$ cat src/rtl/mc_ctrl_fsm.sv
// mc_ctrl_fsm -- multi-cycle control unit for the 3-bit-opcode ISA.
//
// Sequences each instruction through FETCH / DECODE / EXEC / MEM / WB and
// owns the instruction register. Every strobe is decoded combinationally
// from the registered state, the instruction register and the memory
// handshakes, so a strobe is seen in the same cycle as the condition that
// causes it.
//
// Parameters:
//   IW           instruction width (>= 4); opcode = ir[IW-1:IW-3], operand = ir[IW-4:0]
//   HALT_OPERAND operand value that turns opcode 3'b111 into HALT instead of JMP
//   MEM_WAIT_MAX memory-wait watchdog limit in cycles; 0 removes the watchdog
//
// Ports:
//   clk, reset             clock (rising edge), asynchronous active-high reset
//   start                  leave IDLE and begin fetching
//   instr_in, imem_ready   instruction memory data / data valid
//   dmem_ready             data memory access complete
//   zero                   ALU zero flag, used by BRZ in EXEC
//   ir_out                 instruction register
//   imem_req, ir_load      fetch request, IR capture strobe
//   pc_inc, pc_load        PC increment / branch-target load strobes
//   reg_write              register file write strobe
//   mem_read, mem_write    data memory requests
//   branch_zero            BRZ executing
//   branch_always          JMP executing
//   halt                   core halted
//   err                    watchdog timeout, sticky until reset
//   state                  current state encoding
//
// Optional build macro MC_CTRL_PERF_EN adds cycle_cnt[31:0] (cycles outside
// IDLE/HALT) and retired_cnt[31:0] (instructions retired).

module mc_ctrl_fsm #(
  parameter int IW           = 9,
  parameter int HALT_OPERAND = 0,
  parameter int MEM_WAIT_MAX = 0
) (
  input  logic          clk,
  input  logic          reset,
  input  logic          start,
  input  logic [IW-1:0] instr_in,
  input  logic          imem_ready,
  input  logic          dmem_ready,
  input  logic          zero,
  output logic [IW-1:0] ir_out,
  output logic          imem_req,
  output logic          ir_load,
  output logic          pc_inc,
  output logic          pc_load,
  output logic          reg_write,
  output logic          mem_read,
  output logic          mem_write,
  output logic          branch_zero,
  output logic          branch_always,
  output logic          halt,
  output logic          err,
  output logic [2:0]    state
`ifdef MC_CTRL_PERF_EN
  ,
  output logic [31:0]   cycle_cnt,
  output logic [31:0]   retired_cnt
`endif
);

  typedef enum logic [2:0] {
    S_IDLE   = 3'd0,
    S_FETCH  = 3'd1,
    S_DECODE = 3'd2,
    S_EXEC   = 3'd3,
    S_MEM    = 3'd4,
    S_WB     = 3'd5,
    S_HALT   = 3'd6
  } state_t;

  localparam logic [IW-4:0] HALT_OP = (IW-3)'(HALT_OPERAND);

  state_t        cur, nxt;
  logic [2:0]    opcode;
  logic [IW-4:0] operand;
  logic          wd_timeout;

  assign opcode  = ir_out[IW-1 -: 3];
  assign operand = ir_out[IW-4:0];
  assign state   = cur;

  // State register and instruction register
  always_ff @(posedge clk or posedge reset) begin
    if (reset) begin
      cur    <= S_IDLE;
      ir_out <= '0;
    end else begin
      cur <= nxt;
      if (ir_load) ir_out <= instr_in;
    end
  end

  // Memory-wait watchdog. The limit check looks at the count before this
  // cycle's increment, so the MEM_WAIT_MAX-th consecutive wait cycle is the
  // one that redirects to HALT. A ready in that cycle clears 'waiting' and
  // therefore wins over the timeout.
  generate
    if (MEM_WAIT_MAX > 0) begin : g_wd
      localparam int CW = $clog2(MEM_WAIT_MAX + 1);
      logic [CW-1:0] wd_cnt;
      logic          err_q;
      logic          waiting;

      assign waiting    = ((cur == S_FETCH) && !imem_ready) ||
                          ((cur == S_MEM)   && !dmem_ready);
      assign wd_timeout = waiting && (wd_cnt == CW'(MEM_WAIT_MAX - 1));
      assign err        = err_q;

      // Any cycle that is not a continuing wait is either a state change or
      // a state where no wait is possible, so the count simply returns to 0.
      always_ff @(posedge clk or posedge reset) begin
        if (reset) begin
          wd_cnt <= '0;
          err_q  <= 1'b0;
        end else begin
          if (waiting && !wd_timeout) wd_cnt <= wd_cnt + CW'(1);
          else                        wd_cnt <= '0;
          if (wd_timeout) err_q <= 1'b1;
        end
      end
    end else begin : g_no_wd
      assign wd_timeout = 1'b0;
      assign err        = 1'b0;
    end
  endgenerate

  // Next state and strobe decode
  always_comb begin
    nxt           = cur;
    imem_req      = 1'b0;
    ir_load       = 1'b0;
    pc_inc        = 1'b0;
    pc_load       = 1'b0;
    reg_write     = 1'b0;
    mem_read      = 1'b0;
    mem_write     = 1'b0;
    branch_zero   = 1'b0;
    branch_always = 1'b0;
    halt          = 1'b0;
    case (cur)
      S_IDLE: begin
        if (start) nxt = S_FETCH;
      end
      S_FETCH: begin
        imem_req = 1'b1;
        if (imem_ready) begin
          ir_load = 1'b1;
          nxt     = S_DECODE;
        end else if (wd_timeout) begin
          nxt = S_HALT;
        end
      end
      S_DECODE: begin
        case (opcode)
          3'b100, 3'b101: nxt = S_MEM;
          3'b111:         nxt = (operand == HALT_OP) ? S_HALT : S_EXEC;
          default:        nxt = S_EXEC;
        endcase
      end
      S_EXEC: begin
        nxt = S_FETCH;
        case (opcode)
          3'b000, 3'b001, 3'b010, 3'b011: begin
            reg_write = 1'b1;
            pc_inc    = 1'b1;
          end
          3'b110: begin
            branch_zero = 1'b1;
            pc_load     = zero;
            pc_inc      = ~zero;
          end
          3'b111: begin
            branch_always = 1'b1;
            pc_load       = 1'b1;
          end
          default: ;
        endcase
      end
      S_MEM: begin
        // Only LDR (100) and STR (101) reach MEM.
        if (opcode == 3'b101) mem_write = 1'b1;
        else                  mem_read  = 1'b1;
        if (dmem_ready) begin
          if (opcode == 3'b101) begin
            pc_inc = 1'b1;
            nxt    = S_FETCH;
          end else begin
            nxt = S_WB;
          end
        end else if (wd_timeout) begin
          nxt = S_HALT;
        end
      end
      S_WB: begin
        reg_write = 1'b1;
        pc_inc    = 1'b1;
        nxt       = S_FETCH;
      end
      S_HALT: begin
        halt = 1'b1;
      end
      default: nxt = S_IDLE;
    endcase
  end

`ifdef MC_CTRL_PERF_EN
  // Performance counters
  always_ff @(posedge clk or posedge reset) begin
    if (reset) begin
      cycle_cnt   <= '0;
      retired_cnt <= '0;
    end else begin
      if ((cur != S_IDLE) && (cur != S_HALT)) cycle_cnt <= cycle_cnt + 32'd1;
      if ((nxt == S_FETCH) && ((cur == S_EXEC) || (cur == S_MEM) || (cur == S_WB)))
        retired_cnt <= retired_cnt + 32'd1;
    end
  end
`endif

endmodule
$ cat config.mk
export PLATFORM = sky130hd
export DESIGN_NAME = mc_ctrl_fsm
export DESIGN_NICKNAME = d
export VERILOG_FILES = /design/src/rtl/mc_ctrl_fsm.sv
export SDC_FILE = /design/constraint.sdc
export NUM_CORES = 1
export LEC_CHECK = 0
export ABC_CLOCK_PERIOD_IN_PS = 1790
export BUFFER_PORTS_ARGS = -buffer_cell sky130_fd_sc_hd__buf_4
export CAP_MARGIN = 10
export CORE_MARGIN = 4
export CORE_UTILIZATION = 43
export DETAILED_ROUTE_END_ITERATION = 10
export GPL_TIMING_DRIVEN = 1
export PLACE_DENSITY = 0.77
export SLEW_MARGIN = 20
export SYNTH_ARGS = -nofsm -noshare
export SYNTH_HDL_FRONTEND = slang
export SYNTH_SLANG_ARGS = --single-unit
$ cat constraint.sdc
create_clock -name clk -period 1.79 [get_ports clk]
set_input_delay 0.0895 -clock clk [delete_from_list [all_inputs] [get_ports clk]]
set_output_delay 0.0895 -clock clk [all_outputs]
set_load 0.02 [all_outputs]
# Word level (Yosys, flattened, before mapping)
# Cells that the tools add are included.
[totals]
latch_bits = 0
ramBits = 0
memories = 0
regBits = 12
in_bits = 15
romBits = 0
[classes]
n_reduce_logical = 7
shift = 0
n_mul = 0
n_bitwise = 2
div = 0
add_sub_neg = 0
n_mux = 26
n_lt_le_gt_ge = 0
n_eq_ne = 16
[ops]
columns = ["op", "count"]
rows = [
  ["$eq A3 B3 Y1 const B", 7],
  ["$pmux W3 S6", 1],
  ["$mux W1", 15],
  ["$mux W3", 5],
  ["$eq A3 B2 Y1 const B", 4],
  ["$eq A3 B1 Y1 const B", 2],
  ["$logic_not A3 Y1", 2],
  ["$logic_not A6 Y1", 1],
  ["$ne A2 B2 Y1 const B", 3],
  ["$pmux W1 S2", 3],
  ["$pmux W3 S2", 1],
  ["$reduce_and A4 Y1", 1],
  ["$reduce_or A2 Y1", 2],
  ["$reduce_or A4 Y1", 1],
  ["$pmux W1 S3", 1],
  ["$not A1 Y1", 2],
]

# Longest topological paths before layout
# Gate-level depths: netlist of run 1.
[logic_depth]
ltp_word = 4
mapped_depth = 4
depth_no_buf = 3

# Worst setup path after synthesis of run 1
# Ideal clock, no wire load.
[synth_timing]
path_type = "register to output"
from = "register cur[0], in the netlist state[0]"
to = "output pc_inc"
path_buffers = 0
path_stages_with_launch = 4
required_ps = 1701
arrival_ps = 1463
slack_ps = 237
path_cell_list = "dfrtp_1 or3b_1 nor2_2 a221o_1"
[synth_via]
elab_chain_len = 2
[synth_lines]
columns = ["element", "line_no", "text"]
rows = [
  ["start, declared", "78", "state_t cur, nxt;"],
  ["start signal, assigned", "93", "cur <= nxt;"],
  ["$eq A3 B3 Y1 or $eq A3 B2 Y1 (tied branches)", "145", "case (cur)"],
  ["$pmux W1 S3 (*)", "145", ""],
  ["end, declared", "49", "output logic pc_inc,"],
]
# Mark *: on every way between the ends. The rest lies on a longest branch, timed or not.

# Worst setup path after layout of run 1
[layout_timing]
from = "register cur[2], in the netlist state[2]"
to = "output pc_inc"
# The elaborated chain is that of the path after synthesis.

==> results.md, run 1 <==
- Crit Path Max Fanout: 13
- Fin crit share: 93.7%
- Cell Area, Synth: 704 sq um
- Clock sink count: 12
- Nets: 117
- Number of synthesized register bits: 12
- Post-synthesis sequential area ratio: 42.6%
- Count of buffers from port buffering: 36
- Die area: 2350 sq um
- Placed insts: 112
- Max-cap violations: 0
- M2 GR Usage: 23.0%
- Clock slew at reported path FFs: 0.07 ns
- LEAKAGE: 0.000481 uW
- H-tree levels: 1
- Worst Skew: 0.00303 ns
- Synthesized instance count: 64
- Most frequent cells in the layout: buf_4, dfrtp_1, mux2_4
- Combinational share of power: 56.3%
- GR peak layer: met2
- Vias: 611
- Switch share: 42.5%
- Crit-path slowest cell: dfrtp_1
- Antenna-violating nets left: 0
- Core area: 1520 sq um
- Fin. max-slew vios: 0
- CTS tree: done
- Num CTS Buffers: 3
- Average vias per placed instance: 5.27
- Max Freq: 0.596 GHz
- Final Setup Violations: 0
- RSZ-0062 raised after global routing: false
- Critical Path AT: 1.59 ns
- Routed len/inst: 13.8 um
- Clock root buffer: clkbuf_4
- Syn avg cell area: 11.0 sq um
- Buf+Inv Stages, Crit Path: 1
- Most common cell after layout, fill and taps aside: buf_4
- Switching power: 723 uW
- Distinct cell type count after synthesis: 30
- Hold EP: ir_out[7]
- Die Ht: 48.5 um
- Worst-Skew Late Latency: 0.25 ns
- First-pass GRT wire length: 2840 um
- Final Hold Vio Count: 0
- Area grow syn2layout: 40.5%
- Pwr per Cell Area: 1720 nW/um^2
- Largest net degree at the start of global routing: 14
- Clk buf depth: 2
- Post-CTS Setup Inserts: 0
- Vias in the first global route: 601
- Number of iterations in the first detailed-routing pass: 4
- Critical path class: reg -> out
- Die W: 48.5 um
- Warnings from Yosys: 0
- R2R Path End: ir_out[4]
- Met1 Use GR: 17.9%
- Share of post-route cells with drive strength above 1: 51.0%
- Grt met3 use: 6.44%
- Worst reg-to-reg setup slack: 0.29 ns
- Site Rows: 14
- Critical Path Sink Type: output port
- Clock power share: 8.9%
- Int Power: 978 uW
- Sequential fraction of design power: 34.8%
- Syn nets: 79
- DP HPWL: 1260 um
- CP top delay family: flip-flops
- Placed inst area: 957 sq um
- Placer Congestion: 0.762
- Detailed Route WL: 1600 um
- Min Clock Period, post-route: 1.68 ns
- Crit path largest cell delay: 0.53 ns
- R2R depth: 2
- IO Pins: 38
- Hold_sp: instr_in[7]
- Hold path depth: 3
- Critical path data required time: 1.70 ns
- Diodes inserted: 0
- Status: finished, final reports clean
- # DRC: 0
- CP Launch Type: flip-flop
- Total grt overflow: 0
- WP depth: 4
- DR iter-0 viols: 4
- Fin cells: 116
- GR Util All Layers: 14.4%
- Peak supply drop: 895 uV
- Fin area: 990 sq um
- HP Class: in -> reg
- Critical path cell sequence: or3b_1 > nor2_2 > a221o_1 > buf_4
- Fin Setup TNS: 0 ns
- FF-to-FF Start: state[2]
- Initial antenna violation count: 0
- Initial cell density of the core: 46.2%
==> synthesized netlist by cell type <==
library cell,n,area share [%]
dfrtp_1,12,43
mux2_4,5,11
a21oi_1,4,2.8
nor2_1,4,2.1
inv_1,3,1.6
mux2_2,3,4.8
a211oi_1,2,2.1
and3_1,2,1.8
buf_2,2,1.4
nand2_1,2,1.1
nand2b_1,2,1.8
nor2b_1,2,1.8
nor3_1,2,1.4
nor3b_1,2,2.1
o21bai_1,2,2.1
a221o_1,1,1.4
and4b_1,1,1.4
and4bb_4,1,2.3
buf_12,1,2.8
buf_4,1,1.1
conb_1,1,0.53
nand3b_1,1,1.1
nor2_2,1,0.89
nor4_1,1,0.89
nor4b_2,1,2.1
o21a_1,1,1.1
o21ai_0,1,0.71
o31a_1,1,1.2
or2_2,1,0.89
or3b_1,1,1.2
==> metal layers <==
layer / part of all wire, % / vias to the layer above
met5: 0 / -
met4: 0 / 0
met3: 12 / 0
met2: 45 / 35
met1: 42 / 274
li1: - / 302
==> worst max path at each step <==
stage | from | endpoint | slack, ns
floorplan | state[0] | pc_inc | 0.24
global placement | state[2] | ir_out[5] | 0.32
detailed placement | state[2] | ir_out[4] | 0.29
CTS | state[2] | pc_inc | 0.10
global route | state[2] | pc_inc | 0.02
finish | state[2] | pc_inc | 0.11
==> worst register-to-register path: stages (launching register included) <==
cell	delay, ns
dfrtp_1	0.49
and4bb_4	0.53
mux2_2	0.36
==> cell type report <==
| type | count | area (sq um) |
|---|---|---|
| sequential | 12 | 300 |
| tap | 16 | 20.0 |
| multi-input combinational | 45 | 355 |
| inverter | 3 | 11.3 |
| timing repair buffer | 37 | 280 |
| clock buffer | 3 | 22.5 |
| fill | 134 | 534 |
==> timing repair <==
item,4_1_cts,5_1_grt
endpoints found under the hold margin,12,0
gates resized for setup,0,0
hold buffers,1,0
==> cell families after synthesis <==
group                  after synthesis  synth area share [%]
muxes                                8                  15.5
other                                1                 0.532
buffers and inverters                7                  6.93
AOI/OAI and AO/OA                   12                  11.5
and+or+nand+nor                     24                  22.9
DFF                                 12                  42.6
==> per-stage QoR <==
stage | setup slack [ns] | hold WS, ns | utilization [%] | total power (uW)
after global placement | 0.322 | 0.124 | 62.8 | 1550
final | 0.113 | 0.0500 | 64.9 | 1700
after detailed placement | 0.290 | 0.140 | 62.8 | 1560
after global routing | 0.0168 | 0.0521 | 64.9 | 1840
after floorplan | 0.237 | -0.0458 | - | 1210
after CTS | 0.104 | 0.0493 | 64.9 | 1720
==> power by group through the flow <==
stage               logic (uW)  registers, uW  clock network (uW)
global route              1040            628                 169
finish                     958            591                 152
detailed placement         969            596                   0
CTS                        970            593                 158
floorplan                  526            684                   0
global placement           959            586                   0
==> state kept, by name (all words and copies together) (netlist names) <==
name,count
ir_out,9
state,3
Power figures use the tool's default switching activity.
==> run 2: changes to the inputs <==
ABC_CLOCK_PERIOD_IN_PS = 1800   (was 1790)
CAP_MARGIN = 40   (was 10)
RECOVER_POWER = 25   (was unset)
clock period = 1.8 ns   (was 1.79 ns; I/O delays follow)
==> run 2 against run 1 <==
Register-to-register slack hardly changed. Count of clock-buffer cells in the layout stayed put. Largest cell class unchanged. Core utilization stayed put. Wire length is 0.19% lower. Critical path type unchanged. Hold slack hardly changed. Clock skew stayed put. Worst setup slack better by 0.0095 ns. Sequential share of layout area stayed put. First-iteration DRC count stayed put. Highest routed layer unchanged.
==> results.md, run 2 (synthesized netlist as in run 1, its figures left out) <==
- Max Freq: 0.596 GHz
- Die area: 2350 sq um
- Fin crit share: 93.2%
- H-tree levels: 1
- Average vias per placed instance: 5.27
- Number of iterations in the first detailed-routing pass: 4
- Crit path largest cell delay: 0.53 ns
- Clock power share: 8.9%
- Sequential fraction of design power: 34.8%
- Diodes inserted: 0
- LEAKAGE: 0.000481 uW
- Min Clock Period, post-route: 1.68 ns
- Largest register FFs: 9
- Clock root buffer: clkbuf_4
- Hold EP: ir_out[7]
- Initial antenna violation count: 0
- DP HPWL: 1260 um
- Total grt overflow: 0
- Routed len/inst: 13.8 um
- Combinational share of power: 56.3%
- Status: finished, final reports clean
- Peak supply drop: 890 uV
- Max-cap violations: 0
- FF-to-FF Start: state[2]
- Critical path data required time: 1.71 ns
- Clk buf depth: 2
- Crit-path slowest cell: dfrtp_1
- HP Class: in -> reg
- Die W: 48.5 um
- Pwr per Cell Area: 1710 nW/um^2
- Initial cell density of the core: 46.2%
- Final Hold Vio Count: 0
- Fin area: 990 sq um
- Final Setup Violations: 0
- Share of post-route cells with drive strength above 1: 51.0%
- Nets: 117
- R2R depth: 2
- Worst reg-to-reg setup slack: 0.30 ns
- Worst Skew: 0.00303 ns
- Critical Path Sink Type: output port
- CTS tree: done
- Placed inst area: 957 sq um
- First-pass GRT wire length: 2840 um
- Clock slew at reported path FFs: 0.07 ns
- Critical Path AT: 1.59 ns
- Fin util: 64.9%
- Antenna-violating nets left: 0
- CP top delay family: flip-flops
- Switching power: 719 uW
- Crit Path Max Fanout: 13
- GR Util All Layers: 14.4%
- IO Pins: 38
- Site Rows: 14
- Count of buffers from port buffering: 36
- Int Power: 973 uW
- Most common cell after layout, fill and taps aside: buf_4
- Critical path class: reg -> out
- Clock sink count: 12
- Largest Register: ir_out
- Area grow syn2layout: 40.5%
- Switch share: 42.5%
- Most frequent cells in the layout: buf_4, dfrtp_1, mux2_4
- Power, Total: 1690 uW
- Fin Setup TNS: 0 ns
- R2R Path End: ir_out[4]
- Buf+Inv Stages, Crit Path: 1
- Num CTS Buffers: 3
- Vias in the first global route: 601
- Worst-Skew Late Latency: 0.25 ns
- Critical path cell sequence: or3b_1 > nor2_2 > a221o_1 > buf_4
- Core area: 1520 sq um
- Placer Congestion: 0.762
- DR iter-0 viols: 4
- RSZ-0062 raised after global routing: false
- Largest net degree at the start of global routing: 14
- Vias: 611
- Die Ht: 48.5 um
- # DRC: 0
- Fin. max-slew vios: 0
- Hold path depth: 3
- CP Launch Type: flip-flop
- Hold_sp: instr_in[7]
- Detailed Route WL: 1600 um
==> run 2: changes by cell type in the layout (fill, tap and decap cells not counted), sizes merged <==
cell,delta
clkbuf,+1
buf,-1
==> run 2: how the worst max path moves through the flow <==
stage | startpoint | to | slack (ns) | depth (start not counted)
6_report | state[2] | pc_inc | 0.12 | 4
5_1_grt | state[2] | pc_inc | 0.03 | 4
4_1_cts | state[2] | pc_inc | 0.11 | 4
3_5_place_dp | state[2] | ir_out[4] | 0.30 | 2
3_3_place_gp | state[2] | ir_out[5] | 0.33 | 2
2_1_floorplan | state[0] | pc_inc | 0.25 | 3
==> run 2: cell type report <==
class                   instances  area, sq um
flip-flops and latches         12          300
inverters                       3         11.3
fillers                       134          534
multi-input cells              45          355
well taps                      16         20.0
repair buffers                 37          280
clock buffers                   3         22.5
==> run 2: metal layers <==
metal / routed length, um / global-route usage, % / share of wire (%) / vias to the layer above
met5: 0 / 0 / 0 / -
met4: 0 / 2.69 / 0 / 0
met3: 195 / 6.44 / 12 / 0
met2: 726 / 23.0 / 45 / 35
met1: 677 / 17.9 / 42 / 274
li1: - / - / - / 302
==> run 2: stage by stage <==
step | cells | setup slack (ns) | hold slack (ns)
4_1_cts | 116 | 0.113 | 0.0498
5_1_grt | 116 | 0.0263 | 0.0526
3_5_place_dp | 112 | 0.300 | 0.141
2_1_floorplan | 64 | 0.247 | -0.0453
6_report | 116 | 0.123 | 0.0505
3_3_place_gp | 112 | 0.332 | 0.125
==> run 2: what timing repair did <==
action	in CTS	in global routing
gates resized for setup	0	0
hold endpoints to repair	12	0
hold buffers	1	0
setup buffers	0	0
endpoints found under the setup margin	0	0
==> run 2: power by group through the flow <==
stage | sequential (uW) | clock (uW) | combinational, uW
finish | 588 | 151 | 953
global route | 624 | 168 | 1030
CTS | 590 | 158 | 964
detailed placement | 592 | 0 | 964
global placement | 583 | 0 | 954
floorplan | 680 | 0 | 524
==> run 2: tightest hold or removal path, stage by stage <==
cell	delay, ns
buf_4	0.08
nand2_1	0.04
o21ai_0	0.06
